$ cat src/rtl/sm_prefetch_pkg.sv
// Shared state encodings, FIFO entry layout and address helper for the
// instruction prefetch stage.
package sm_prefetch_pkg;

  typedef enum logic [1:0] {
    PF_IDLE    = 2'd0,
    PF_WAIT    = 2'd1,
    PF_DISCARD = 2'd2
  } pfState_t;

  typedef struct packed {
    logic [31:0] addr;
    logic [31:0] data;
  } pfEntry_t;

  localparam int PF_ENTRY_W = $bits(pfEntry_t);

  // Word addresses wrap modulo 2^32.
  function automatic logic [31:0] nextPc(input logic [31:0] pc);
    return pc + 32'd1;
  endfunction

endpackage

$ cat src/rtl/sm_fifo.sv
// Show-ahead FIFO with synchronous flush; head is visible the cycle after push.
// Pushes while full and pops while empty are ignored; flush wins over both.
module sm_fifo #(
  parameter int WIDTH = 64,
  parameter int DEPTH = 4,
  localparam int AW   = $clog2(DEPTH)
) (
  input  logic             clk,
  input  logic             rst,
  input  logic             flush,
  input  logic             push,
  input  logic [WIDTH-1:0] din,
  input  logic             pop,
  output logic [WIDTH-1:0] dout,
  output logic [AW:0]      count,
  output logic             empty,
  output logic             full
);

  logic [WIDTH-1:0] mem [DEPTH];
  logic [AW:0]      wrPtr;
  logic [AW:0]      rdPtr;
  logic             doPush;
  logic             doPop;

  // Pointers carry one extra wrap bit so full and empty stay distinguishable.
  assign count  = wrPtr - rdPtr;
  assign empty  = (count == '0);
  assign full   = (count == (AW+1)'(DEPTH));
  assign dout   = empty ? '0 : mem[rdPtr[AW-1:0]];
  assign doPush = push && !full;
  assign doPop  = pop && !empty;

  always_ff @(posedge clk or posedge rst) begin
    if (rst) begin
      wrPtr <= '0;
      rdPtr <= '0;
    end else if (flush) begin
      wrPtr <= '0;
      rdPtr <= '0;
    end else begin
      if (doPush) wrPtr <= wrPtr + 1'b1;
      if (doPop)  rdPtr <= rdPtr + 1'b1;
    end
  end

  always_ff @(posedge clk) begin
    if (doPush && !flush) mem[wrPtr[AW-1:0]] <= din;
  end

endmodule

$ cat src/rtl/sm_prefetch.sv
// Sequential instruction prefetch: one outstanding memory request, words buffered
// with their addresses; ack-to-valid is one cycle, requests stop while the FIFO is full.
import sm_prefetch_pkg::*;

module sm_prefetch #(
  parameter int          DEPTH    = 4,
  parameter logic [31:0] RESET_PC = 32'h0
) (
  input  logic        clk,
  input  logic        rst,
  input  logic        redirect,
  input  logic [31:0] redirectAddr,
  output logic        memReq,
  output logic [31:0] memAddr,
  input  logic        memAck,
  input  logic [31:0] memData,
  output logic        instrValid,
  output logic [31:0] instrData,
  output logic [31:0] instrAddr,
  input  logic        instrReady
);

  localparam int AW = $clog2(DEPTH);
  localparam int CW = AW + 2;

  pfState_t    state, stateNext;
  logic [31:0] fetchPc, fetchPcNext;
  logic [31:0] reqAddr, reqAddrNext;
  logic        push, pop, flush;
  logic [AW:0] count;
  logic        fifoEmpty, fifoFull;
  logic [CW-1:0] countAfter;
  pfEntry_t    pushEntry, headEntry;

  assign memReq     = (state != PF_IDLE);
  assign memAddr    = reqAddr;
  assign instrValid = !fifoEmpty;
  assign instrData  = headEntry.data;
  assign instrAddr  = headEntry.addr;
  assign pop        = instrValid && instrReady;
  assign pushEntry  = '{addr: reqAddr, data: memData};
  assign countAfter = CW'(count) + CW'(1) - CW'(pop);

  always_comb begin
    stateNext   = state;
    fetchPcNext = fetchPc;
    reqAddrNext = reqAddr;
    push        = 1'b0;
    flush       = 1'b0;
    case (state)
      PF_IDLE: begin
        if (redirect) begin
          fetchPcNext = redirectAddr;
          flush       = 1'b1;
        end else if (!fifoFull) begin
          reqAddrNext = fetchPc;
          stateNext   = PF_WAIT;
        end
      end
      PF_WAIT: begin
        if (redirect) begin
          // The word in flight belongs to the old stream; drop it now or when it lands.
          fetchPcNext = redirectAddr;
          flush       = 1'b1;
          stateNext   = memAck ? PF_IDLE : PF_DISCARD;
        end else if (memAck) begin
          push        = 1'b1;
          fetchPcNext = nextPc(fetchPc);
          if (countAfter < CW'(DEPTH)) reqAddrNext = nextPc(fetchPc);
          else                         stateNext   = PF_IDLE;
        end
      end
      PF_DISCARD: begin
        if (redirect) begin
          fetchPcNext = redirectAddr;
          flush       = 1'b1;
        end
        if (memAck) stateNext = PF_IDLE;
      end
      default: stateNext = PF_IDLE;
    endcase
  end

  always_ff @(posedge clk or posedge rst) begin
    if (rst) begin
      state   <= PF_IDLE;
      fetchPc <= RESET_PC;
      reqAddr <= RESET_PC;
    end else begin
      state   <= stateNext;
      fetchPc <= fetchPcNext;
      reqAddr <= reqAddrNext;
    end
  end

  sm_fifo #(
    .WIDTH (PF_ENTRY_W),
    .DEPTH (DEPTH)
  ) uFifo (
    .clk   (clk),
    .rst   (rst),
    .flush (flush),
    .push  (push),
    .din   (pushEntry),
    .pop   (pop),
    .dout  (headEntry),
    .count (count),
    .empty (fifoEmpty),
    .full  (fifoFull)
  );

endmodule

$ cat config.mk
export PLATFORM = sky130hd
export DESIGN_NAME = sm_prefetch
export DESIGN_NICKNAME = d
export VERILOG_FILES = /design/src/rtl/sm_prefetch_pkg.sv /design/src/rtl/sm_fifo.sv /design/src/rtl/sm_prefetch.sv
export SDC_FILE = /design/constraint.sdc
export NUM_CORES = 1
export LEC_CHECK = 0
export CAP_MARGIN = 25
export CORE_MARGIN = 8
export CORE_UTILIZATION = 60
export CTS_CLUSTER_SIZE = 14
export DETAILED_ROUTE_END_ITERATION = 7
export GPL_ROUTABILITY_DRIVEN = 0
export PLACE_DENSITY = 0.82
export RECOVER_POWER = 25
export SYNTH_ARGS = -nofsm -noshare
export SYNTH_HDL_FRONTEND = slang
export SYNTH_SLANG_ARGS = --single-unit
$ cat constraint.sdc
create_clock -name clk -period 7.1 [get_ports clk]
set_clock_uncertainty 0.05 [all_clocks]
set_input_delay 1.775 -clock clk [delete_from_list [all_inputs] [get_ports clk]]
set_output_delay 1.775 -clock clk [all_outputs]
set_load 0.05 [all_outputs]
==> results of run 1 <==
[final timing paths]
kind / slack, ps / from / to / cells after the start
worst min-delay path: 490 / memAddr[19] / uFifo.mem[0][51] / 0
worst max-delay path: 1400 / uFifo.rdPtr[0] / instrData[2] / 7
worst min register to register: 490 / memAddr[19] / uFifo.mem[0][51] / 0
max in group asynchronous: 4830 / rst / uFifo.rdPtr[0] / 4
min in group asynchronous: 1510 / rst / memAddr[6] / 3
worst max register to register: 3320 / uFifo.rdPtr[0] / uFifo.mem[1][37] / 5
[per-layer routing]
layer  vias up  GRT usage [%]  wire (um)
li1       3828              -          -
met3        44          4.093       1878
met1      4253          28.95      13040
met2       336          35.94      15380
met5         -              0          0
met4         0          5.629        575
[power by group through the flow]
stage	Clock, mW	Combinational [mW]	Sequential [mW]
finish	1.76	3.97	2.75
global placement	0	3.87	2.76
CTS	1.79	3.99	2.75
global route	1.86	4.18	2.80
floorplan	0	2.51	2.92
detailed placement	0	3.97	2.78
[metrics by stage]
step,util (%),hold slack [ps],cells
after global routing,74.88,516.9,1383
after detailed placement,69.74,476.6,1316
after global placement,69.65,475.0,1315
after CTS,74.63,491.1,1380
after floorplan,-,463.7,918
final,74.88,486.3,1383
[cell type report]
type                            instances  area share [%]
Inverter                               10          0.2207
Clock inverter                         23           1.199
Clock buffer                           41           5.342
Sequential cell                       328           55.85
Tap cell                              285           2.097
Timing Repair Buffer                  178           10.57
Multi-Input combinational cell        518           24.72
[sequential cells by signal, summed over array words and instances (netlist names)]
register	count
fetchPc	32
uFifo.wrPtr	3
uFifo.mem	256
memAddr	32
uFifo.rdPtr	3
state	2
[logic make-up (layout without fill, tap and decap cells)]
| group | count (synthesis) | after routing | share of synthesized area, % |
|---|---|---|---|
| flops | 328 | 328 | 68.14 |
| simple gates | 277 | 277 | 10.70 |
| compound gates | 130 | 130 | 5.355 |
| buf+inv | 72 | 252 | 1.995 |
| mux | 67 | 67 | 10.57 |
| xor+xnor | 36 | 36 | 2.471 |
| fa+ha+maj | 8 | 8 | 0.7727 |
[cell usage in the layout (no fill, tap or decap), drive strengths merged, types with 32 or more instances in the layout]
cell / netlist / layout
clkdlybuf4s50: 0 / 149
nand3: 32 / 32
mux4: 64 / 64
nand2: 37 / 37
dfrtp: 72 / 72
clkbuf: 52 / 43
nor2: 64 / 64
a21oi: 75 / 75
edfxtp: 256 / 256
and2: 71 / 71
[synthesized netlist by cell type (4+ instances only)]
master / count
nor2_1: 64
nor3_1: 13
and4_1: 6
o31ai_1: 5
and2_1: 71
xnor2_1: 22
and3_1: 7
buf_1: 6
nor4_1: 10
o21ai_0: 15
a21oi_1: 75
xor2_1: 12
ha_1: 7
o22ai_1: 16
mux4_2: 64
a2bb2oi_1: 6
nand4_1: 17
nand3_1: 32
dfrtp_1: 72
buf_2: 4
clkbuf_1: 50
inv_1: 10
edfxtp_1: 256
nand2_1: 37
[worst max-delay path, stage by stage (launching register included)]
cell             delay [ps]
dfrtp_4                 680
ha_1                    300
fa_1                    390
xnor3_1                 430
nand3_2                 340
buf_12                  310
and2_1                  170
clkdlybuf4s50_1         710
==> flow_summary.json, run 1 <==
{
  "dp_slack_ps": 1892,
  "fmax_mhz": 175.4,
  "hold_class": "flip-flop to flip-flop",
  "cts_buffer_depth": 3,
  "hpwlAfterDp_um": 18790,
  "period_share_pct": 80.29,
  "tns_ps": 0,
  "remaining_drc_errors": 0,
  "final_nets": 1148,
  "synth_edf_count": 256,
  "htree_levels": 2,
  "cts_hold_buf": 0,
  "synthFlopType": "edfxtp_1",
  "peakVddDrop_mv": 0.3023,
  "wl_per_cell_um": 22.32,
  "maxSlewHeadroom_pct": 31.92,
  "hold_viol_final": 0,
  "port_buffers": 166,
  "required_ps": 5280,
  "first_global_vias": 8567,
  "core-area_mm2": 0.02271,
  "yosysSeqAreaShare_pct": 68.14,
  "die_x_um": 168.3,
  "root_buffer": "clkbuf_16",
  "dpl-instance-area_mm2": 0.01584,
  "grt_pass1_wl_um": 47980,
  "worstSetupPathType": "flip-flop to output port",
  "grt_max_degree": 73,
  "die-area_mm2": 0.02834,
  "yosys.area.top_type_share_pct": 55.20,
  "dieHeight_um": 168.3,
  "synth_top_cells_by_area": "edfxtp_1, dfrtp_1, mux4_2",
  "post_cts_buffers": 0,
  "drt_pass1_iterations": 5,
  "vias_per_cell": 6.118,
  "drive_gt1_share_pct": 13.57,
  "maxCapViolCount": 0,
  "overflow": 0,
  "endpoint_kind": "output port",
  "power.share.clock_pct": 20.7,
  "switching_share_pct": 42.62,
  "syn_to_final_growth_pct": 22.11,
  "finalSetupViolations": 0,
  "p_seq_share_pct": 32.5,
  "slew_violations": 0,
  "wl_um": 30870,
  "cp_max_fo": 53,
  "finalInstanceArea_mm2": 0.01701,
  "numClockSinks": 328,
  "status": "complete, no violations",
  "layout_min_cycle_time_ps": 5701,
  "synth_seq_cells": 328,
  "p_int_mw": 4.864,
  "synth_cell_types": 50,
  "syn_area_mm2": 0.01393,
  "diodes": 0,
  "clock_latency_ps": 500,
  "synth-async-reset-ratio_pct": 21.95,
  "syn_inst": 918,
  "switching_power_mw": 3.612,
  "p_leak_nw": 5.647,
  "cp-start-kind": "flip-flop",
  "layout_setup_ws_ps": 1399,
  "start_util_pct": 61.32,
  "cts_resized": 0,
  "cts_tree": "done",
  "multiInputGateArea_mm2": 0.004204,
  "clk_pin_slew_ps": 60,
  "ant_nets": 0,
  "placementRows": 55,
  "ios": 167,
  "rsz0062_at_grt": "no",
  "p_total_mw": 8.477,
  "vias": 8461,
  "dr.first_iter.drc_count": 705,
  "avgSynthCellArea_um2": 15.17,
  "p_per_area_mw_per_mm2": 498.5,
  "ys_warn_count": 0,
  "grt_usage_pct": 21.57,
  "combPwrFrac_pct": 46.8,
  "worstMarginPinSlew_ps": 1021,
  "syn_nets": 995,
  "yosysTopAreaCell": "edfxtp_1",
  "cts_inserted_buffers": 35,
  "seq_area_mm2": 0.009497,
  "n_fill_cell": 1373,
  "antenna_found_initial": 0,
  "arrival_ps": 3880
}
(Power assumes the default switching activity.)
==> run 2: changes to the inputs <==
- CORE_UTILIZATION: 60 -> 56
- PLACE_DENSITY: 0.82 -> 0.77
- clock period: 7.1 -> 5.7 ns (I/O delays scaled with it)
==> run 2 against run 1 <==
  * Die area is 6.5% higher
  * Wire length shrank 1.3%
  * Final cell count is 2.9% higher
  * Sequential power increased by 24%
  * Worst setup slack got worse by 870 ps
  * Global-route usage decreased by 1.4 points
  * Sequential cell count unchanged
  * First-iteration DRC count decreased by 14%
  * Total power up 23%
  * Hold slack better by 3.8 ps
==> flow_summary.json, run 2 (synthesized netlist as in run 1, its figures left out) <==
{
  "cts_hold_buf": 0,
  "core-area_mm2": 0.02439,
  "wl_per_cell_um": 21.41,
  "endpoint_kind": "output port",
  "finalSetupViolations": 0,
  "fmax_mhz": 193.2,
  "grt_pass1_wl_um": 48160,
  "peakVddDrop_mv": 0.4162,
  "placementRows": 57,
  "final_cells": 1423,
  "cts_inserted_buffers": 35,
  "cts_tree": "done",
  "layout_common_cells": "edfxtp_1, clkdlybuf4s50_1, a21oi_1, dfrtp_1, and2_1",
  "cp_max_fo": 59,
  "vias": 8416,
  "port_buffers": 166,
  "root_buffer": "clkbuf_16",
  "drt_pass1_iterations": 5,
  "period_share_pct": 90.80,
  "drive_gt1_share_pct": 12.92,
  "die-area_mm2": 0.03017,
  "cts_resized": 0,
  "diodes": 0,
  "p_leak_nw": 5.643,
  "status": "complete, no violations",
  "antenna_found_initial": 0,
  "clock_latency_ps": 500,
  "cts_buffer_depth": 3,
  "htree_levels": 2,
  "dieHeight_um": 173.7,
  "wl_um": 30470,
  "p_per_area_mw_per_mm2": 612.8,
  "grt_usage_pct": 20.13,
  "combPwrFrac_pct": 47.0,
  "first_global_vias": 8434,
  "numClockSinks": 328,
  "p_seq_share_pct": 32.5,
  "hpwlAfterDp_um": 19710,
  "largest_reg_flops": 256,
  "ant_nets": 0,
  "final_nets": 1151,
  "ios": 167,
  "clk_pin_slew_ps": 60,
  "worstSetupPathType": "flip-flop to output port",
  "power.share.clock_pct": 20.5,
  "mostFrequentLayoutCell": "edfxtp_1",
  "p_total_mw": 10.46,
  "cp-start-kind": "flip-flop",
  "hold_viol_final": 0,
  "arrival_ps": 3700,
  "vias_per_cell": 5.914,
  "layout_setup_ws_ps": 524.3,
  "switching_share_pct": 42.27,
  "hold_class": "flip-flop to flip-flop",
  "switching_power_mw": 4.421,
  "remaining_drc_errors": 0,
  "dr.first_iter.drc_count": 605,
  "grt_max_degree": 67,
  "maxCapViolCount": 0,
  "die_x_um": 173.7,
  "dp_cells": 1361,
  "overflow": 0,
  "post_cts_buffers": 0,
  "tns_ps": 0,
  "start_util_pct": 57.09,
  "layout_min_cycle_time_ps": 5176,
  "maxSlewHeadroom_pct": 27.79,
  "worstMarginPinSlew_ps": 1073,
  "ff2ff_setup_slack_ps": 2310,
  "syn_to_final_growth_pct": 22.54,
  "required_ps": 4220,
  "final_util_pct": 69.97,
  "rsz0062_at_grt": "no",
  "p_int_mw": 6.036,
  "slew_violations": 0,
  "dp_slack_ps": 977.9
}
[run 2: layout make-up]
cell class	instances	area, um2
clock buffer	49	980.9
clock inverter	13	108.9
fill	1627	7326
inverter	10	37.54
multi-input combinational	518	4212
sequential	328	9497
tap	324	405.4
timing repair buffer	181	1824
[run 2: path summary, 6_finish.rpt]
| check | start | depth (start not counted) | to |
|---|---|---|---|
| setup / recovery | uFifo.wrPtr[0] | 8 | instrAddr[8] |
| hold / removal | memAddr[6] | 0 | uFifo.mem[1][38] |
| setup reg to reg | uFifo.wrPtr[0] | 7 | uFifo.mem[2][38] |
| hold reg to reg | memAddr[6] | 0 | uFifo.mem[1][38] |
| max in group asynchronous | rst | 3 | uFifo.rdPtr[0] |
| min in group asynchronous | rst | 2 | fetchPc[1] |
[run 2: per-layer routing]
layer	up-vias	GRT usage, %	wire length (um)
met1	4228	26.78	12830
met3	44	4.008	1919
met2	308	33.58	15170
met5	-	0	0
li1	3836	-	-
met4	0	5.237	557
[run 2: power by group through the flow]
| stage | sequential, mW | clock (mW) | combinational (mW) |
|---|---|---|---|
| floorplan | 3.64 | 0 | 3.13 |
| global placement | 3.41 | 0 | 4.90 |
| detailed placement | 3.44 | 0 | 4.97 |
| CTS | 3.40 | 2.19 | 4.99 |
| global route | 3.45 | 2.28 | 5.20 |
| finish | 3.40 | 2.15 | 4.91 |
[run 2: stage by stage]
step	area (um2)	hold slack, ps
after floorplan	13930	463.7
after global placement	15980	479.2
after detailed placement	15980	486.8
after CTS	17070	500.2
after global routing	17070	530.9
final	17070	490.2
[run 2: worst max-delay path: stages (launching register included)]
cell             delay (ps)
dfrtp_1                 390
inv_1                   110
ha_1                    200
fa_1                    390
xnor3_1                 410
nand3_2                 170
buf_4                   420
and2_1                  240
clkdlybuf4s50_1         820
